$ cat src/rtl/fcc_credit_return.sv
// Receive-side flit buffer for one router input port; returns one credit per dequeue after CREDIT_LAT cycles.
// Optional macro FCC_OVF_CHECK_EN adds a sticky ovf_err_o flag and a simulation check for dropped writes.
module fcc_credit_return #(
    parameter int FLIT_W     = 32,
    parameter int DEPTH      = 4,
    parameter int CREDIT_LAT = 1
) (
    input  logic                         clk,
    input  logic                         rst,
    input  logic                         flit_valid_i,
    input  logic [FLIT_W-1:0]            flit_data_i,
    output logic                         flit_valid_o,
    output logic [FLIT_W-1:0]            flit_data_o,
    input  logic                         flit_ready_i,
    output logic                         credit_incr_o,
`ifdef FCC_OVF_CHECK_EN
    output logic                         ovf_err_o,
`endif
    output logic [$clog2(DEPTH+1)-1:0]   occupancy_o
);

    localparam int PTR_W = $clog2(DEPTH);
    localparam int OCC_W = $clog2(DEPTH+1);

    logic [DEPTH-1:0][FLIT_W-1:0] mem;
    logic [PTR_W-1:0]             wr_ptr, rd_ptr;
    logic [OCC_W-1:0]             occ;
    logic [CREDIT_LAT-1:0]        crd_pipe;
    logic                         full, deq, wr, drop;

    assign full = (occ == OCC_W'(DEPTH));
    assign deq  = (occ != '0) & flit_ready_i;
    // A dequeue in the same cycle frees the slot, so a full buffer still accepts.
    assign wr   = flit_valid_i & (~full | deq);
    assign drop = flit_valid_i & full & ~deq;

    assign flit_valid_o  = (occ != '0);
    assign flit_data_o   = mem[rd_ptr];
    assign occupancy_o   = occ;
    assign credit_incr_o = crd_pipe[CREDIT_LAT-1];

    always_ff @(posedge clk or negedge rst) begin
        if (!rst) begin
            mem    <= '0;
            wr_ptr <= '0;
            rd_ptr <= '0;
            occ    <= '0;
        end else begin
            if (wr) begin
                mem[wr_ptr] <= flit_data_i;
                wr_ptr      <= wr_ptr + PTR_W'(1);
            end
            if (deq)
                rd_ptr <= rd_ptr + PTR_W'(1);
            if (wr && !deq)
                occ <= occ + OCC_W'(1);
            else if (deq && !wr)
                occ <= occ - OCC_W'(1);
        end
    end

    // One stage per cycle of latency; each dequeue travels as its own bit so pulses never merge.
    always_ff @(posedge clk or negedge rst) begin
        if (!rst) begin
            crd_pipe <= '0;
        end else begin
            crd_pipe[0] <= deq;
            for (int i = 1; i < CREDIT_LAT; i++)
                crd_pipe[i] <= crd_pipe[i-1];
        end
    end

`ifdef FCC_OVF_CHECK_EN
    always_ff @(posedge clk or negedge rst) begin
        if (!rst)
            ovf_err_o <= 1'b0;
        else if (drop)
            ovf_err_o <= 1'b1;
    end

`ifndef SYNTHESIS
    ovf_chk: assert property (@(posedge clk) disable iff (!rst) !drop)
        else $warning("fcc_credit_return: write to full buffer dropped");
`endif
`else
    logic unused_drop;
    assign unused_drop = drop;
`endif

endmodule
$ cat config.mk
export PLATFORM = sky130hd
export DESIGN_NAME = fcc_credit_return
export DESIGN_NICKNAME = d
export VERILOG_FILES = /design/src/rtl/fcc_credit_return.sv
export SDC_FILE = /design/constraint.sdc
export NUM_CORES = 1
export LEC_CHECK = 0
export BUFFER_PORTS_ARGS = -buffer_cell sky130_fd_sc_hd__buf_2
export CAP_MARGIN = 40
export CORE_MARGIN = 3
export CORE_UTILIZATION = 29
export DETAILED_ROUTE_END_ITERATION = 10
export PLACE_DENSITY = 0.51
export SETUP_SLACK_MARGIN = 0.4
export SLEW_MARGIN = 25
export SYNTH_ARGS = -nofsm -noshare
export SYNTH_HDL_FRONTEND = slang
export SYNTH_SLANG_ARGS = --single-unit
$ cat constraint.sdc
create_clock -name clk -period 2.35 [get_ports clk]
set_input_delay 0.47 -clock clk [delete_from_list [all_inputs] [get_ports clk]]
set_output_delay 0.47 -clock clk [all_outputs]
set_load 0.03 [all_outputs]
# Yosys cells after proc, flatten, opt, wreduce, memory -nomap -nowiden
# Cells that the tools add are included.
[word_totals]
ramBits = 0
register_bits = 136
romBits = 0
output_inout_bits = 37
mem_count = 0
latch_bits = 0
[op_classes]
eq_ne = 1
n_shift = 0
muxes = 7
reduce_logical = 7
addsub = 4
order_cmp = 3
bitwise = 4
div_mod_pow = 0
multipliers = 0
[op_table]
columns = ["op", "count"]
rows = [
  ["bitwise mux 128 bit", 1],
  ["binary-select mux 32 bit (select 2 bit)", 1],
  ["demux 32 bit (select 2 bit)", 1],
  ["two-way mux 32 bit", 2],
  ["< comparator 2 x 3 -> 1 bit, second input constant", 2],
  ["two-way mux 3 bit", 2],
  ["adder 2 x 1 -> 2 bit, second input constant", 2],
  ["adder 3 x 1 -> 3 bit, second input constant", 1],
  ["== test 3 bit, second input constant", 1],
  ["logical AND 1 bit", 3],
  ["nonzero test 3 bit", 1],
  ["subtractor 3 x 1 -> 3 bit, second input constant", 1],
  ["bitwise AND 1 bit", 2],
  ["greater-or-equal comparator 2 x 1 -> 1 bit, second input constant", 1],
  ["zero test 1 bit", 2],
  ["nonzero test 2 bit", 1],
  ["inverter 1 bit", 1],
  ["OR 1 bit", 1],
]

# Logic depth before layout (Yosys ltp)
# Gate-level depths: netlist (run 1).
[logic_depth]
ltp_word = 8
ltp_mapped = 9
ltp_nobuf = 9

# Least setup slack after synthesis (run 1)
# OpenSTA, ideal clock, no wires.
[synth_timing]
path_kind = "register to register"
start = "register occ[1], in the netlist occupancy_o[1]"
end = "register occ[2], in the netlist occupancy_o[2]"
arrival_ns = 2.241
path_stages_with_launch = 9
path_buffers = 0
slack_ns = 0.028
synth_period_minus_slack_ns = 2.322
setup_time_ns = 0.080
path_cell_list = "dfrtp_1 -> or3_2 -> nand2_1 -> ha_1 -> inv_1 -> fa_1 -> xor2_1 -> nor2_1 -> xor2_1"
[synth_via]
elab_chain_cells = 7
[synth_rtl]
columns = ["element", "line_no", "rtl"]
rows = [
  ["start: declaration", "27", "logic [OCC_W-1:0] occ;"],
  ["start signal: assignment", "56", "occ <= occ + OCC_W'(1);"],
  ["start signal: assignment", "58", "occ <= occ - OCC_W'(1);"],
  ["nonzero test 3 bit *", "n/a", ""],
  ["named net flit_valid_o", "12", "output logic flit_valid_o,"],
  ["bitwise AND 1 bit *", "32", "assign deq = (occ != '0) & flit_ready_i;"],
  ["OR 1 bit", "34", "assign wr = flit_valid_i & (~full | deq);"],
  ["bitwise AND 1 bit", "34", ""],
  ["zero test 1 bit", "57", "else if (deq && !wr)"],
  ["logical AND 1 bit", "57", ""],
  ["nonzero test 2 bit (no line)", "n/a", ""],
]
# The timed path passes the listed nets; every way through them passes the cells marked *. The select of a mux whose other input is x is not followed.
# A chain may end at the register's enable or synchronous reset.

# Final worst setup path (run 1)
[layout_timing]
start = "register rd_ptr[0]"
end = "output port flit_data_o[29]"
[layout_via]
elab_chain_cells = 2
[layout_rtl]
columns = ["element", "line_no", "rtl"]
rows = [
  ["start: declaration", "26", "logic [PTR_W-1:0] wr_ptr, rd_ptr;"],
  ["start signal: assignment", "54", "rd_ptr <= rd_ptr + PTR_W'(1);"],
  ["binary-select mux 32 bit (select 2 bit)", "38", "assign flit_data_o = mem[rd_ptr];"],
  ["two-way mux 32 bit (implied by the code)", "38", ""],
  ["end: declaration", "13", "output logic [FLIT_W-1:0] flit_data_o,"],
]
# Every way passes these cells. The select of a mux whose other input is x is not followed.

==> results of run 1 <==
where the power goes:
part	total (uW)	switching (uW)	leakage [uW]	internal (uW)
logic	8020	3390	0.00190	4630
registers	4240	669	0.00161	3570
clock network	2770	1040	0.000292	1720
total	15000	5110	0.00380	9920
cells by family after synthesis:
family                   Yosys count  synth area share (%)
AND/OR/NAND/NOR                   10                0.9327
XOR/XNOR                           6                0.7997
buffers and inverters             29                 5.140
multiplexers                     162                 40.09
adder cells (fa/ha/maj)            6                 1.256
flip-flops                       136                 51.78
final cells by class:
| cell class | count | share of cell area [%] |
|---|---|---|
| well taps | 280 | 4.102 |
| clock inverters | 12 | 1.758 |
| clock buffers | 20 | 5.347 |
| inverters | 5 | 0.2197 |
| multi-input cells | 184 | 33.83 |
| flip-flops and latches | 136 | 39.92 |
| repair buffers | 109 | 14.83 |
sequential cells by signal (all words and copies together) (netlist names):
| name | count |
|---|---|
| mem | 128 |
| occupancy_o | 3 |
| rd_ptr | 2 |
| wr_ptr | 2 |
| credit_incr_o | 1 |
cell usage in the layout (no fill, tap or decap):
cell type | Yosys | layout
clkinvlp_4 | 0 | 3
dfrtp_2 | 0 | 5
ha_4 | 0 | 1
inv_1 | 5 | 3
buf_6 | 4 | 30
xnor2_1 | 3 | 3
bufinv_16 | 0 | 3
nor2_1 | 1 | 1
and3_4 | 0 | 4
nand2_1 | 3 | 1
buf_2 | 3 | 39
or3_4 | 0 | 1
buf_12 | 12 | 10
buf_4 | 0 | 14
mux2_4 | 120 | 121
clkbuf_1 | 5 | 1
buf_16 | 0 | 11
xor2_1 | 3 | 3
or4b_4 | 1 | 1
clkbuf_16 | 0 | 22
dfrtp_1 | 136 | 131
clkinv_4 | 0 | 2
inv_2 | 0 | 2
fa_2 | 0 | 1
mux4_2 | 32 | 32
mux2_2 | 10 | 9
clkinv_2 | 0 | 4
nand2_4 | 0 | 2
clkbuf_8 | 0 | 2
ha_1 | 5 | 4
cell usage after synthesis:
library cell	instances
xor2_1	3
nand2_1	3
buf_6	4
xnor2_1	3
nor2_1	1
mux4_2	32
fa_1	1
ha_1	5
clkbuf_1	5
inv_1	5
and3_1	4
dfrtp_1	136
buf_2	3
mux2_4	120
mux2_2	10
buf_12	12
or4b_4	1
or3_2	1
worst paths after layout:
kind	from	endpoint	slack [ns]	cells after the start
max	rd_ptr[0]	flit_data_o[29]	0.06	4
min	rst	mem[55]	0.05	1
max reg2reg	occupancy_o[0]	occupancy_o[1]	0.26	7
min reg2reg	mem[107]	mem[107]	0.50	1
max in group asynchronous	rst	mem[43]	1.64	2
min in group clk	flit_data_i[27]	mem[59]	0.33	2
what timing repair did:
| action | in CTS | in global routing |
|---|---|---|
| buffers inserted | 9 | 2 |
| endpoints found under the setup margin | 73 | 162 |
| cloned | 11 | 5 |
| resized for setup | 74 | 8 |
| pin swaps | 7 | 8 |
metrics by stage:
stage / utilization (%) / area (sq um)
after global placement: 32.56 / 7172
after floorplan: - / 6608
final: 38.78 / 8541
after detailed placement: 32.56 / 7172
after global routing: 38.78 / 8541
after CTS: 38.11 / 8394
routing by layer:
layer  global-route usage (%)  vias up  part of all wire (%)  routed length [microns]
met5                        0        -                 0.043                        7
met1                    17.78     1866                    46                     7461
met4                    3.460        2                   1.0                      165
met3                    3.955       11                   4.5                      726
li1                         -     1498                     -                        -
met2                    21.39       63                    48                     7739
==> flow_summary.json, run 1 <==
{
  "routabilityCongestion": 0.6763,
  "dp_cells": 687,
  "path_cells": "buf_4 > clkbuf_16 > mux4_2 > buf_6",
  "n_fill_cell": 2032,
  "nNetsFinal": 495,
  "clock_sinks": 136,
  "std_cell_rows": 54,
  "yosysTopAreaCell": "dfrtp_1",
  "start_util_pct": 29.84,
  "cap_viol_max_count": 0,
  "tns_ns": 0,
  "p_per_area_nw_per_um2": 1759,
  "drive_above_1_share_pct": 68.45,
  "cts_tree": "done",
  "synthDistinctLibCells": 18,
  "setup_ws_ns": 0.06423,
  "hold_viol": 0,
  "cp.required_ns": 1.88,
  "antenna_found_initial": 1,
  "post-place-ws_ns": 0.06452,
  "final_antenna_net_count": 0,
  "vias": 3440,
  "clk_pin_slew_ns": 0.06,
  "status": "complete, no violations",
  "grt_overflow": 0,
  "path_delay_family": "multiplexers",
  "grt_pass1_wl_mm": 24.09,
  "tightest_slew_ns": 0.6257,
  "multi_input_area_sq_um": 2889,
  "synthCells": 349,
  "synth_warnings": 0,
  "die_area_sq_um": 24510,
  "final_max_slew_viol_count": 0,
  "period_share_pct": 97.27,
  "dp_hpwl_mm": 8.203,
  "drt_pass1_iterations": 4,
  "core_sq_um": 22030,
  "totalWireLength_mm": 16.10,
  "grt_max_degree": 64,
  "endpoint_kind": "output port",
  "clk_path_buf_depth": 2,
  "power_uw": 15020,
  "port_buffers": 72,
  "synth.top_cell.area_share_pct": 51.78,
  "syn2layout_area_growth_pct": 29.94,
  "cts_hold_buf": 0,
  "syn-num-nets": 391,
  "crit_arrival_ns": 1.82,
  "setup_viol": 0,
  "ios": 73,
  "avgSynthCellArea_sq_um": 18.83,
  "seq_area_frac_synth_pct": 51.78,
  "die_h_microns": 156.5,
  "startpoint_type": "register",
  "grt_pass1_vias": 3872,
  "netlist_area_sq_um": 6573,
  "holdWs_ns": 0.04661,
  "post_drt_via_cell_ratio": 4.611,
  "rsz0062_at_grt": "yes",
  "grt_use_total_pct": 13.35,
  "drc": 0,
  "hold_path_class": "in2async",
  "synth_area_leaders": "dfrtp_1 52%, mux2_4 27%, mux4_2 11%",
  "finalCriticalPeriod_ns": 2.286,
  "worst-path-buf-inv": 3,
  "diodes": 0,
  "drt_iter0_markers": 108,
  "fin_skew_ns": 0.009872,
  "cts_root_buffer": "clkbuf_16",
  "fmax_ghz": 0.4375,
  "seq_area_sq_um": 3410,
  "final_cells": 746,
  "cp_max_fo": 4,
  "synth_seq_cells": 136,
  "cp_slowest_cell": "mux4_2",
  "p_leak_uw": 0.003799,
  "crit_type": "reg2out",
  "wl_per_cell_microns": 21.58,
  "cp_slowest_stage_delay_ns": 0.53,
  "slew_headroom_pct": 58.29,
  "die_w_microns": 156.5,
  "ir_drop_mv": 0.6496,
  "numCtsBuffers": 17,
  "clk_latency_ns": 0.41,
  "ctsHtreeMaxLevel": 4
}
No activity file was read; power rests on OpenSTA's default activity.
==> inputs of run 2 (changes only) <==
ABC_AREA = 1   (was unset)
CELL_PAD_IN_SITES_DETAIL_PLACEMENT = 1   (was unset)
CELL_PAD_IN_SITES_GLOBAL_PLACEMENT = 2   (was unset)
CTS_BUF_LIST = sky130_fd_sc_hd__clkbuf_8 sky130_fd_sc_hd__clkbuf_16   (was unset)
PLACE_DENSITY = 0.73   (was 0.51)
==> flow_summary.json, run 2 <==
{
  "cp.required_ns": 1.88,
  "synth_ff_type": "dfrtp_1",
  "slew_headroom_pct": 59.74,
  "synth.top_cell.area_share_pct": 50.90,
  "fin_skew_ns": 0.01070,
  "cp_max_fo": 9,
  "cts_root_buffer": "clkbuf_16",
  "yosysTopAreaCell": "dfrtp_1",
  "netlist_area_sq_um": 6686,
  "numCtsBuffers": 17,
  "path_cells": "clkinv_4 > clkbuf_16 > o21ai_0 > o22ai_2 > buf_4",
  "clock_sinks": 136,
  "diodes": 0,
  "ff2ff_setup_slack_ns": 0.53,
  "synth_warnings": 0,
  "die_h_microns": 157.8,
  "p_leak_uw": 0.004211,
  "placed_area_sq_um": 7262,
  "synthDistinctLibCells": 23,
  "grt_pass1_wl_mm": 36.65,
  "final_antenna_net_count": 0,
  "ctsHtreeMaxLevel": 4,
  "p_per_area_nw_per_um2": 1736,
  "syn-num-nets": 844,
  "crit_type": "reg2out",
  "final_max_slew_viol_count": 0,
  "grt_pass1_vias": 6326,
  "period_share_pct": 92.88,
  "routabilityCongestion": 0.7610,
  "worst-path-buf-inv": 3,
  "holdWs_ns": 0.03745,
  "hold_viol": 0,
  "wl_met3_microns": 992,
  "tns_ns": 0,
  "async_flop_share_pct": 100.0,
  "met2_length_mm": 11.47,
  "largest_register": "mem",
  "die_w_microns": 157.8,
  "drt_iter0_markers": 337,
  "post_drt_via_cell_ratio": 5.295,
  "drt-met1-wl_mm": 11.32,
  "nNetsFinal": 905,
  "core_sq_um": 22230,
  "drt_pass1_iterations": 4,
  "start_util_pct": 30.08,
  "status": "complete, no violations",
  "largest_reg_flops": 128,
  "synth_most_common_cell": "nand2_1",
  "seq_area_frac_synth_pct": 50.90,
  "synthCells": 802,
  "finish.instance_area_sq_um": 8532,
  "clk_pin_slew_ns": 0.06,
  "setup_viol": 0,
  "power_uw": 14810,
  "cp_slowest_stage_delay_ns": 0.43,
  "final_cells": 1156,
  "avgSynthCellArea_sq_um": 8.337,
  "vias": 6121,
  "drc": 0,
  "antenna_found_initial": 2,
  "clk_path_buf_depth": 2,
  "syn2layout_area_growth_pct": 27.60,
  "path_delay_family": "buffers and inverters",
  "synth-edff-count": 0,
  "synth_top_cells_by_count": "270 x nand2_1, 136 x dfrtp_1, 128 x nand4_1",
  "cts_tree": "done",
  "cap_viol_max_count": 0,
  "drive_above_1_share_pct": 23.52,
  "endpoint_kind": "output port",
  "rsz0062_at_grt": "yes",
  "synth_area_leaders": "dfrtp_1 51%, nand2_1 15%, nand4_1 12%",
  "totalWireLength_mm": 24.11,
  "std_cell_rows": 54,
  "top_layer": "met5",
  "port_buffers": 72,
  "die_area_sq_um": 24920,
  "dp_hpwl_mm": 12.86,
  "crit_arrival_ns": 1.71,
  "finalCriticalPeriod_ns": 2.183,
  "layout_common_cells": "267 x nand2_1, 131 x dfrtp_1, 128 x nand4_1, 50 x nor2_1, 48 x buf_4",
  "grt_use_total_pct": 19.01,
  "fmax_ghz": 0.4581,
  "dp_cells": 1106,
  "grt_max_degree": 113,
  "wl_per_cell_microns": 20.86,
  "ir_drop_mv": 0.5901,
  "grt_overflow": 0,
  "n_fill_cell": 2597,
  "clk_latency_ns": 0.43,
  "cts_hold_buf": 0,
  "synth_seq_cells": 136,
  "startpoint_type": "register",
  "tightest_slew_ns": 0.6038,
  "ios": 73,
  "cp_slowest_cell": "dfrtp_2",
  "layout_commonest_cell": "nand2_1",
  "hold_path_class": "in2async"
}
==> run 2: changes by cell type after synthesis, sizes merged, moves of 6 or more <==
| cell | change |
|---|---|
| mux2 | -130 |
| nand4 | +128 |
| mux4 | -32 |
| o22ai | +32 |
| nand3 | +6 |
| clkbuf | +12 |
| nand2 | +268 |
| buf | +42 |
| nor2 | +65 |
| o21ai | +65 |
==> run 2: stage by stage <==
step	worst slack (ns)	utilization, %
floorplan	0.4206	-
global placement	0.5189	32.67
detailed placement	0.4541	32.67
CTS	0.1302	36.34
global route	0.1185	38.38
finish	0.1672	38.38
==> run 2: final timing paths <==
path / depth (start not counted) / start / endpoint
worst max-delay path: 5 / rd_ptr[0] / flit_data_o[19]
worst min-delay path: 1 / rst / mem[119]
min in group clk: 3 / flit_data_i[15] / mem[15]
worst max register to register: 10 / occupancy_o[0] / occupancy_o[1]
max in group asynchronous: 2 / rst / mem[8]
worst min register to register: 2 / mem[71] / mem[71]
==> run 2: area by class of cell <==
class | instances | area, sq um | share of cell area [%]
clock inverter | 14 | 180.2 | 2.112
timing repair buffer | 120 | 1132 | 13.27
multi-input combinational | 578 | 2975 | 34.87
inverter | 10 | 45.04 | 0.5279
sequential | 136 | 3410 | 39.96
clock buffer | 18 | 439.2 | 5.147
tap | 280 | 350.3 | 4.106
==> run 2: metal layers <==
layer	GRT usage [%]	up-vias
met5	0	-
met4	4.917	4
met3	3.007	28
met2	31.61	123
met1	25.92	3090
li1	-	2876
==> run 2: kinds of logic (layout without fill, tap and decap cells) <==
logic type      count (synthesis)  in the layout  synth area share, %
simple gates                  471            471                31.83
flops                         136            136                50.90
compound gates                 97             97                7.859
buf+inv                        88            162                7.653
fa+ha+maj                       6              6                1.235
xor+xnor                        4              4               0.5240
==> run 2: timing repair <==
item / in CTS / in global routing
cloned: 1 / 8
pin swaps: 3 / 11
resized for setup: 49 / 81
setup endpoints to repair: 32 / 33
setup buffers: 3 / 6
==> run 2: worst register-to-register path: cells and delay by family (launching register included) <==
kind / cells / cell delay, ns
AND/OR/NAND/NOR: 5 / 0.40
buffers and inverters: 3 / 0.26
flip-flops: 1 / 0.44
adder cells (fa/ha/maj): 2 / 0.62
==> run 2: power by group <==
group          internal (uW)  leakage, uW  switching [uW]  total [uW]
combinational           2980      0.00220            4850        7830
sequential              3430      0.00170             675        4100
clock                   1790     0.000309            1080        2880
total                   8200      0.00421            6610       14800
==> inputs of run 3 (changes only) <==
CTS_BUF_LIST = sky130_fd_sc_hd__clkbuf_8   (was sky130_fd_sc_hd__clkbuf_8 sky130_fd_sc_hd__clkbuf_16)
RECOVER_POWER = 50   (was unset)
==> flow_summary.json, run 3 (same netlist as run 2, synthesis figures left out) <==
{
  "startpoint_type": "register",
  "antenna_found_initial": 2,
  "die_h_microns": 157.8,
  "ios": 73,
  "numCtsBuffers": 17,
  "cap_viol_max_count": 1,
  "endpoint_kind": "output port",
  "nNetsFinal": 906,
  "cp.required_ns": 1.88,
  "fin_skew_ns": 0.01355,
  "final_core_util_pct": 37.75,
  "cts_root_buffer": "clkbuf_8",
  "holdWs_ns": 0.2958,
  "hold_path_class": "in2reg",
  "port_buffers": 72,
  "ir_drop_mv": 0.5910,
  "setup_viol": 0,
  "tns_ns": 0,
  "std_cell_rows": 54,
  "violations": "capacitance limit, slew limit",
  "clock_sinks": 136,
  "layout_commonest_cell": "nand2_1",
  "status": "complete, but fails checks",
  "grt_overflow": 0,
  "final_max_slew_viol_count": 59,
  "power.switching_uw": 6635,
  "core_sq_um": 22230,
  "drt_pass1_iterations": 5,
  "rsz0062_at_grt": "yes",
  "switching_share_pct": 46.34,
  "final_antenna_net_count": 0,
  "vias": 6088,
  "clk_latency_ns": 0.46,
  "drive_above_1_share_pct": 24.52,
  "crit_start": "rd_ptr[0]",
  "drt_iter0_markers": 319,
  "p_per_area_nw_per_um2": 1706,
  "min-delay-start": "flit_data_i[6]",
  "fmax_ghz": 0.4528,
  "grt_max_degree": 113,
  "grt_pass1_wl_mm": 36.45,
  "clk_pin_slew_ns": 0.08,
  "p_int_uw": 7682,
  "slew_headroom_pct": -8.500,
  "dp_hpwl_mm": 12.86,
  "cp_max_fo": 5,
  "cts_tree": "done",
  "post_drt_via_cell_ratio": 5.262,
  "wl_per_cell_microns": 20.85,
  "period_share_pct": 93.97,
  "die_area_sq_um": 24920,
  "ctsHtreeMaxLevel": 4,
  "layout_common_cells": "268 x nand2_1, 131 x dfrtp_1, 128 x nand4_1, 45 x nor2_1, 36 x o21ai_1",
  "drc": 0,
  "clk_path_buf_depth": 2,
  "worstReg2RegStart": "occupancy_o[0]",
  "p_leak_uw": 0.004112,
  "grt_use_total_pct": 18.90,
  "tightest_slew_ns": 1.627,
  "diodes": 0,
  "n_fill_cell": 2608,
  "grt_pass1_vias": 6268,
  "p_comb_share_pct": 56.2,
  "clkPwrFrac_pct": 15.1,
  "syn2layout_area_growth_pct": 25.49,
  "crit_type": "reg2out",
  "crit_arrival_ns": 1.74,
  "largest_register": "mem",
  "power_frac_seq_pct": 28.7,
  "finalCriticalPeriod_ns": 2.208,
  "start_util_pct": 30.08,
  "routabilityCongestion": 0.7610,
  "hold_viol": 0,
  "die_w_microns": 157.8,
  "totalWireLength_mm": 24.13,
  "largest_reg_flops": 128
}
[run 3: changes by cell type in the layout (fill, tap and decap cells not counted), sizes merged]
cell / change
buf: -11
clkbuf: +12
[run 3: final timing paths]
check                                        to  slack, ns  cells after the start
worst max register to register          mem[45]       0.24                      8
max in group asynchronous              mem[110]       0.43                      2
worst min register to register          mem[10]       0.47                      2
worst max-delay path            flit_data_o[15]       0.14                      6
min in group asynchronous        occupancy_o[2]       0.42                      1
worst min-delay path                   mem[102]       0.30                      3
[run 3: layout make-up]
type                    instances  area [sq um]  area share (%)
inverters                      10         45.04          0.5368
clock buffers                  18         247.7           2.953
multi-input cells             578          3058           36.44
flip-flops and latches        136          3410           40.64
repair buffers                121          1100           13.11
well taps                     280         350.3           4.175
clock inverters                14         180.2           2.147
[run 3: per-stage QoR]
step           area, sq um  worst slack [ns]  instances  power [uW]
4_1_cts               7888           0.08392       1142       13120
6_report              8391            0.1416       1157       14320
2_1_floorplan         6706            0.4206        802        8284
3_5_place_dp          7262            0.4541       1106       10340
5_1_grt               8391           0.04688       1157       15320
3_3_place_gp          7262            0.5189       1106       10220
[run 3: power by group through the flow]
stage | clock network (uW) | registers, uW | logic, uW
global placement | 0 | 4040 | 6190
detailed placement | 0 | 4060 | 6280
global route | 2330 | 4250 | 8740
CTS | 2210 | 4040 | 6870
finish | 2160 | 4110 | 8050
floorplan | 0 | 3940 | 4340
[run 3: critical path, stage by stage, from the launching register on]
cell       delay [ns]
dfrtp_2          0.46
buf_12           0.16
buf_12           0.13
clkbuf_16        0.16
o21ai_2          0.10
o22ai_1          0.09
buf_4            0.17
[run 3: repair_timing]
action                                  4_1_cts  5_1_grt
hold buffers                                  0        0
cloned                                        1        9
endpoints found under the setup margin       32       33
pin swaps                                     3       19
gates resized for setup                      49      115
buffers inserted                              3        6
[run 3: layer usage]
layer | wire (microns) | track usage (%)
met5 | 14 | 0
met2 | 11380 | 31.06
met3 | 1158 | 3.718
met4 | 199 | 3.306
met1 | 11380 | 26.29
